<file path="config.mk">
export PLATFORM = sky130hd
export DESIGN_NAME = vga_scan_generator
export DESIGN_NICKNAME = d
export VERILOG_FILES = /design/src/rtl/vga_scan_generator.sv
export SDC_FILE = /design/constraint.sdc
export NUM_CORES = 1
export LEC_CHECK = 0
export ABC_AREA = 0
export CELL_PAD_IN_SITES_DETAIL_PLACEMENT = 1
export CELL_PAD_IN_SITES_GLOBAL_PLACEMENT = 1
export CORE_MARGIN = 10
export CORE_UTILIZATION = 40
export CTS_BUF_LIST = sky130_fd_sc_hd__clkbuf_2 sky130_fd_sc_hd__clkbuf_4 sky130_fd_sc_hd__clkbuf_8
export CTS_CLUSTER_DIAMETER = 150
export DETAILED_ROUTE_END_ITERATION = 16
export PLACE_DENSITY = 0.91
export SLEW_MARGIN = 10
export SYNTH_ARGS = -nofsm -noshare
export SYNTH_HDL_FRONTEND = slang
export SYNTH_SLANG_ARGS = --single-unit
</file>
<file path="constraint.sdc">
create_clock -name clk -period 2.91 [get_ports clk]
set_input_delay 0.7275 -clock clk [delete_from_list [all_inputs] [get_ports clk]]
set_output_delay 0.7275 -clock clk [all_outputs]
set_load 0.05 [all_outputs]
</file>
<file path="src/rtl/vga_scan_generator.sv">
// Raster timing source: free-running h/v counters, per-axis phase FSMs,
// coordinate/strobe outputs, and a pix_en-gated align pipe that keeps
// hsync/vsync in step with the coloured pixel returned by game logic.
module vga_scan_generator #(
  parameter int unsigned H_ACTIVE   = 640,
  parameter int unsigned H_FP       = 16,
  parameter int unsigned H_SYNC     = 96,
  parameter int unsigned H_BP       = 48,
  parameter int unsigned V_ACTIVE   = 480,
  parameter int unsigned V_FP       = 10,
  parameter int unsigned V_SYNC     = 2,
  parameter int unsigned V_BP       = 33,
  parameter int unsigned PIPE_DELAY = 1,
  parameter bit          SYNC_NEG   = 1'b1,
  parameter logic [5:0]  FG_COLOR   = 6'h3F
) (
  input  logic       clk,
  input  logic       rst_n,
  input  logic       pix_en,
  input  logic       pixel_in,
  output logic [9:0] x,
  output logic [8:0] y,
  output logic       active,
  output logic       line_end,
  output logic       frame_end,
  output logic       hsync,
  output logic       vsync,
  output logic [5:0] rgb
);

  localparam int unsigned CW      = 10;
  localparam int unsigned H_TOTAL = H_ACTIVE + H_FP + H_SYNC + H_BP;
  localparam int unsigned V_TOTAL = V_ACTIVE + V_FP + V_SYNC + V_BP;
  localparam int unsigned PW      = 3 * PIPE_DELAY;

  // Last count of each phase; the phase changes on the following enabled clock.
  localparam logic [CW-1:0] H_ACT_LAST  = CW'(H_ACTIVE - 1);
  localparam logic [CW-1:0] H_FP_LAST   = CW'(H_ACTIVE + H_FP - 1);
  localparam logic [CW-1:0] H_SYNC_LAST = CW'(H_ACTIVE + H_FP + H_SYNC - 1);
  localparam logic [CW-1:0] H_LAST      = CW'(H_TOTAL - 1);
  localparam logic [CW-1:0] V_ACT_LAST  = CW'(V_ACTIVE - 1);
  localparam logic [CW-1:0] V_FP_LAST   = CW'(V_ACTIVE + V_FP - 1);
  localparam logic [CW-1:0] V_SYNC_LAST = CW'(V_ACTIVE + V_FP + V_SYNC - 1);
  localparam logic [CW-1:0] V_LAST      = CW'(V_TOTAL - 1);

  typedef enum logic [1:0] {PH_ACTIVE, PH_FRONT, PH_SYNC, PH_BACK} phase_t;

  phase_t        h_state, h_state_nxt;
  phase_t        v_state, v_state_nxt;
  logic [CW-1:0] h_cnt, v_cnt;
  logic          h_wrap, v_wrap;
  logic          h_act, v_act;
  logic          raw_hsync, raw_vsync;
  logic [PW-1:0] pipe;
  logic [PW+2:0] pipe_shift;
  logic [2:0]    pipe_tail;

  assign h_wrap = (h_cnt == H_LAST);
  assign v_wrap = (v_cnt == V_LAST);

  // Horizontal/vertical position counters.
  always_ff @(posedge clk) begin
    if (!rst_n) begin
      h_cnt <= '0;
      v_cnt <= '0;
    end else if (pix_en) begin
      if (h_wrap) begin
        h_cnt <= '0;
        v_cnt <= v_wrap ? '0 : v_cnt + CW'(1);
      end else begin
        h_cnt <= h_cnt + CW'(1);
      end
    end
  end

  // Phase state registers for both axes.
  always_ff @(posedge clk) begin
    if (!rst_n) begin
      h_state <= PH_ACTIVE;
      v_state <= PH_ACTIVE;
    end else begin
      h_state <= h_state_nxt;
      v_state <= v_state_nxt;
    end
  end

  // Phase next-state: horizontal steps per enabled clock, vertical per line end.
  always_comb begin
    h_state_nxt = h_state;
    v_state_nxt = v_state;
    if (pix_en) begin
      unique case (h_state)
        PH_ACTIVE: if (h_cnt == H_ACT_LAST)  h_state_nxt = PH_FRONT;
        PH_FRONT:  if (h_cnt == H_FP_LAST)   h_state_nxt = PH_SYNC;
        PH_SYNC:   if (h_cnt == H_SYNC_LAST) h_state_nxt = PH_BACK;
        PH_BACK:   if (h_wrap)               h_state_nxt = PH_ACTIVE;
        default:                             h_state_nxt = PH_ACTIVE;
      endcase
      if (h_wrap) begin
        unique case (v_state)
          PH_ACTIVE: if (v_cnt == V_ACT_LAST)  v_state_nxt = PH_FRONT;
          PH_FRONT:  if (v_cnt == V_FP_LAST)   v_state_nxt = PH_SYNC;
          PH_SYNC:   if (v_cnt == V_SYNC_LAST) v_state_nxt = PH_BACK;
          PH_BACK:   if (v_wrap)               v_state_nxt = PH_ACTIVE;
          default:                             v_state_nxt = PH_ACTIVE;
        endcase
      end
    end
  end

  // Coordinates and strobes come straight off the counter/phase registers.
  assign h_act     = (h_state == PH_ACTIVE);
  assign v_act     = (v_state == PH_ACTIVE);
  assign raw_hsync = (h_state == PH_SYNC);
  assign raw_vsync = (v_state == PH_SYNC);
  assign x         = h_act ? h_cnt : '0;
  assign y         = v_act ? v_cnt[8:0] : '0;
  assign active    = h_act & v_act;
  assign line_end  = pix_en & h_wrap;
  assign frame_end = pix_en & h_wrap & v_wrap;

  // Delay line matching the pixel source latency; shares pix_en so stalls stay aligned.
  assign pipe_shift = {pipe, raw_hsync, raw_vsync, active};
  assign pipe_tail  = pipe[PW-1 -: 3];

  always_ff @(posedge clk) begin
    if (!rst_n) begin
      pipe <= '0;
    end else if (pix_en) begin
      pipe <= pipe_shift[PW-1:0];
    end
  end

  // Output stage: colour the returned pixel, blank outside active, apply sync polarity.
  always_ff @(posedge clk) begin
    if (!rst_n) begin
      rgb   <= '0;
      hsync <= SYNC_NEG;
      vsync <= SYNC_NEG;
    end else if (pix_en) begin
      rgb   <= (pipe_tail[0] & pixel_in) ? FG_COLOR : 6'h00;
      hsync <= pipe_tail[2] ^ SYNC_NEG;
      vsync <= pipe_tail[1] ^ SYNC_NEG;
    end
  end

endmodule

</file>
; Yosys cells after proc, flatten, opt, wreduce, memory -nomap -nowiden
; Cells that the tools add are included.
[totals]
reg_bits = 35
elab_cells = 58
[op_classes]
n_addsub = 2
n_eq_ne = 22
mux = 15
n_bitwise = 6
n_reduce_logical = 5
[ops]
columns = cell, count
row1 = "equality test 10 bit, second input constant", 5
row2 = "equality test 10 x 9 -> 1 bit, second input constant", 3
row3 = two-way mux 10 bit, 3
row4 = "adder 10 x 1 -> 10 bit, second input constant", 2
row5 = two-way mux 2 bit, 8
row6 = one-hot mux 2 bit (4 select lines), 2
row7 = two-way mux 9 bit, 1
row8 = "equality test 2 bit, second input constant", 4
row9 = "!= test 2 x 1 -> 1 bit, second input constant", 4
row10 = "!= test 2 bit, second input constant", 4
row11 = two-way mux 6 bit, 1
row12 = AND reduction 6 bit, 1
row13 = AND reduction 5 bit, 1
row14 = AND 1 bit, 4
row15 = "equality test 2 x 1 -> 1 bit, second input constant", 2
row16 = zero test 2 bit, 2
row17 = inverter 1 bit, 2
row18 = AND reduction 2 bit, 1

; Depth between registers and ports, before layout
[depth]
depth_word = 3
mapped_depth = 8

; Least setup slack after synthesis
; OpenSTA, ideal clock, no wires.
[synth_timing]
kind = in2out
startpoint = input pix_en
endpoint = output frame_end
arrival_ps = 2401
required_time_ps = 2183
setup_slack_ps = -218
path_stages = 5
path_buffers = 2
path_cell_list = clkbuf_1 > nand4_1 > or4_1 > buf_6 > nor2_1
[synth_via]
elab_chain_cells = 2
[synth_lines]
columns = element, line
row1 = start: declaration, 19  ; input logic pix_en,
row2 = AND 1 bit (2 in a row), 120  ; assign frame_end = pix_en & h_wrap & v_wrap;
row3 = end: declaration, 25  ; output logic frame_end,
; Every way passes these cells.

; Worst setup path in the final report
; Same ends and word-level chain as after synthesis.

==> summary.md <==
| Metric | Value |
|---|---|
| Most used DFF post-synth | dfxtp_1 |
| Fin nets | approximately 260 |
| Hold path depth | 2 |
| Reg2reg end | v_cnt[7] |
| R2R depth | 5 |
| HP Start | hsync |
| Worst-Skew Late Latency | approximately 0.28 ns |
| DR WL/cell | between 15 and 20 um |
| Psw | about 200 uW |
| Area Overhead vs Synth | 28.7% |
| Initial Util | about two fifths |
| Core area | between 0.004 and 0.005 mm2 |
| Slew Viols, Final | 0 |
| Post-route DRC violation count | 0 |
| Clk network pwr share | between 40 and 50% |
| Final ANT Viol Nets | 0 |
| Total setup buffers inserted after CTS | 0 |
| Clk root buf | clkbuf_8 |
| Mean area per synthesized cell | around 8.4 um2 |
| Synth top cells by count | 30 x dfxtp_1, 21 x nand2_1, 20 x and2_1 |
| Port bufs | 33 |
| Grt ovf | 0 |
| Synth top area share | 34.2% |
| Setup Skew | between 0.004 and 0.005 ns |
| Inserted Diodes | 0 |
| Hold slack | just under 0.5 ns |
| Synth Register Bits | 30 |
| First-pass GRT wire length | 7980 um |
| Total Routed Length | between 4000 and 5000 um |
| Period minus WS final | 2.85 ns |
| Vias in the first global route | about 1,700 |
| I/O pin cnt | 34 |
| Sequential share of the synthesized area | ~34% |
| CP cell instances | clkdlybuf4s50_1 -> nand4_1 -> or4_4 -> nor2_4 -> buf_12 |
| Clk pin slew, worst setup/hold paths | ~0.06 ns |
| Slowest stage delay, CP | roughly 0.5 ns |
| Total global-route track usage | approximately an eighth |
| Post-DP HPWL | 3530 um |
| Hold-fix buffers at CTS | 0 |
| Vias | around 1,600 |
| Initial antenna violation count | 0 |
| Unrepaired setup endpoints after global routing | no |
| Crit path max fanout | 3 |
| Htree depth | 2 |
| Worst path top cell family by delay | simple AND/OR/NAND/NOR gates |
| Post-synth cell types | 38 |
| Critical path's slowest cell | clkdlybuf4s50_1 |
| Critical path buffers and inverters | 2 |
| # rows | 24 |
| Most common cell in the synthesized netlist | dfxtp_1 |
| Final hold violation count | 0 |
| F_max | between 300 and 400 MHz |
| Post-synth EDFFs | 0 |
| Max VDD drop | ~0.00017 V |
| Gate power share | 7.7% |
| CP required | 2.18 ns |
| PwrDens | about 360 mW/mm2 |
| Slack of the worst reg-to-reg path | between 0.5 and 0.6 ns |
| Setup ws final | around 0.056 ns |
| Die area | about 0.0074 mm2 |
| Critical path origin | pix_en |
| Crit Path Class | input port to primary output |
| CTS sink count | 30 |
| Internal Power | between 600 and 700 uW |
| Hold WC Path Type | register to register |
| CP Launch Type | input port |
| DIE HEIGHT | 86.2 um |
| Pwr Total | 820 uW |
| Hold Crit Endpoint | hsync |
| DIE WIDTH | 86.2 um |
| CTS buffer count | 5 |
| Worst Setup End Kind | primary output |
| DRT iter0 DRCs | 118 |
| Crit path DAT | about 2.1 ns |
| Share of layout cells above drive strength 1 | under 10% |
| Main area contributors after synthesis | dfxtp_1 34%, ha_1 8.6%, and2_1 7.1%, xnor2_1 5.0%, nand2_1 4.5% |
| Leakage | between 0.0009 and 0.001 uW |
| Clock Tree Buf Depth | 2 |
| Max-cap viol count | 0 |
| Largest net degree at the start of global routing | 21 |
| # setup viols final | 0 |
| Vias per cell | between 5 and 6 |
| Worst-Margin Slew | 0.537 ns |
| Syn Inst Count | 208 |
| Switching Fraction | approximately a quarter |
| Synthesized area | between 0.0015 and 0.002 mm2 |
| Status | finished, final reports clean |
| CTS tree | built |
| Tcrit/Tclk final | between 90 and 100% |
| Post-Syn Nets | around 220 |
| Asr flop ratio synth | 0% |
| # fillers | between 500 and 600 |
| Seq pwr share | just over 50% |
| Largest area contributor in the netlist | dfxtp_1 |
| YS warnings | 0 |
| FF-to-FF Start | h_cnt[9] |
| Placer's final routability congestion estimate | between 0.8 and 0.9 |
| Relative slew slack | 64.1% |
| Dpl ws | -0.0307 ns |
| Initial DRT Pass Iterations | 4 |
-- area by class of cell --
| class | instances | area [um2] | share of cell area (%) |
|---|---|---|---|
| inverters | 12 | 45.0 | 1.99 |
| well taps | 52 | 65.1 | 2.88 |
| flip-flops and latches | 30 | 601 | 26.6 |
| multi-input cells | 155 | 1050 | 46.6 |
| clock buffers | 7 | 83.8 | 3.71 |
| repair buffers | 39 | 410 | 18.2 |
-- layer usage --
| layer | vias to the layer above | global-route usage (%) | share of wire [%] |
|---|---|---|---|
| li1 | 766 | - | - |
| met1 | 744 | 14.1 | 41 |
| met2 | 35 | 22.6 | 49 |
| met3 | 5 | 5.35 | 7.7 |
| met4 | 0 | 4.86 | 1.6 |
| met5 | - | 0 | 0 |
-- flip-flops by register name (all words and copies together) (netlist names) --
register / count
v_state: 2
h_state: 2
rgb: 1
v_cnt: 10
h_cnt: 10
hsync: 1
vsync: 1
pipe: 3
-- cell usage in the layout, fill, tap and decap left out, types with 2 or more instances in the layout --
master | synthesis | routed
a21boi_0 | 2 | 2
dfxtp_1 | 30 | 30
nand2_1 | 21 | 21
and4_1 | 2 | 2
buf_4 | 5 | 7
and2_1 | 20 | 20
nor3_1 | 4 | 4
inv_1 | 11 | 11
ha_1 | 12 | 12
clkdlybuf4s50_1 | 0 | 23
nand3_1 | 9 | 9
xor2_1 | 6 | 6
nor2b_1 | 6 | 6
nor2_1 | 19 | 18
nor4bb_1 | 2 | 2
dlymetal6s2s_1 | 0 | 7
mux2i_1 | 7 | 7
o21ai_0 | 7 | 7
clkbuf_4 | 0 | 2
a21oi_1 | 4 | 4
buf_12 | 0 | 2
and3_1 | 3 | 3
nand4_1 | 6 | 6
clkbuf_8 | 0 | 5
xnor2_1 | 10 | 10
-- timing repair --
action | in CTS | in global routing
hold endpoints to repair | 0 | 0
gates resized for setup | 1 | 8
setup endpoints to repair | 1 | 8
-- how the worst max path moves through the flow --
stage	to	slack, ns	cells past startpoint
after floorplan	frame_end	0.009	5
after global placement	frame_end	0.02	5
after detailed placement	frame_end	-0.03	5
after CTS	y[0]	0.01	5
after global routing	y[5]	0.001	4
final	frame_end	0.06	5
-- power groups by stage --
stage / logic (uW) / registers, uW / clock network (uW)
floorplan: 42.9 / 429 / 0
global placement: 61.2 / 429 / 0
detailed placement: 63.2 / 429 / 0
CTS: 63.8 / 420 / 341
global route: 68.5 / 420 / 359
finish: 63.2 / 420 / 337
-- kinds of logic after synthesis --
family,count (synthesis),share of synthesized area (%)
adder cells (fa/ha/maj),12,8.55
XOR/XNOR,16,7.98
multiplexers,7,3.99
flip-flops,30,34.2
buffers and inverters,23,6.41
AND/OR/NAND/NOR,101,31.9
AO/OA/AOI/OAI,19,6.91
-- per-stage QoR --
step                      TNS (ns)  cells  util, %  instance area, um2
after floorplan                  0    208        -                1760
after global placement           0    288     50.0                2150
after detailed placement   -0.0307    288     50.0                2150
after CTS                        0    295     52.1                2240
after global routing             0    295     52.6                2260
final                            0    295     52.6                2260
-- worst reg2reg max path, delay by kind of cell, from the launching register on --
family          cells  cell delay [ns]
compound gates      1             0.41
buf+inv             1             0.20
flops               1             0.43
simple gates        3             1.17
(Power assumes the default switching activity.)
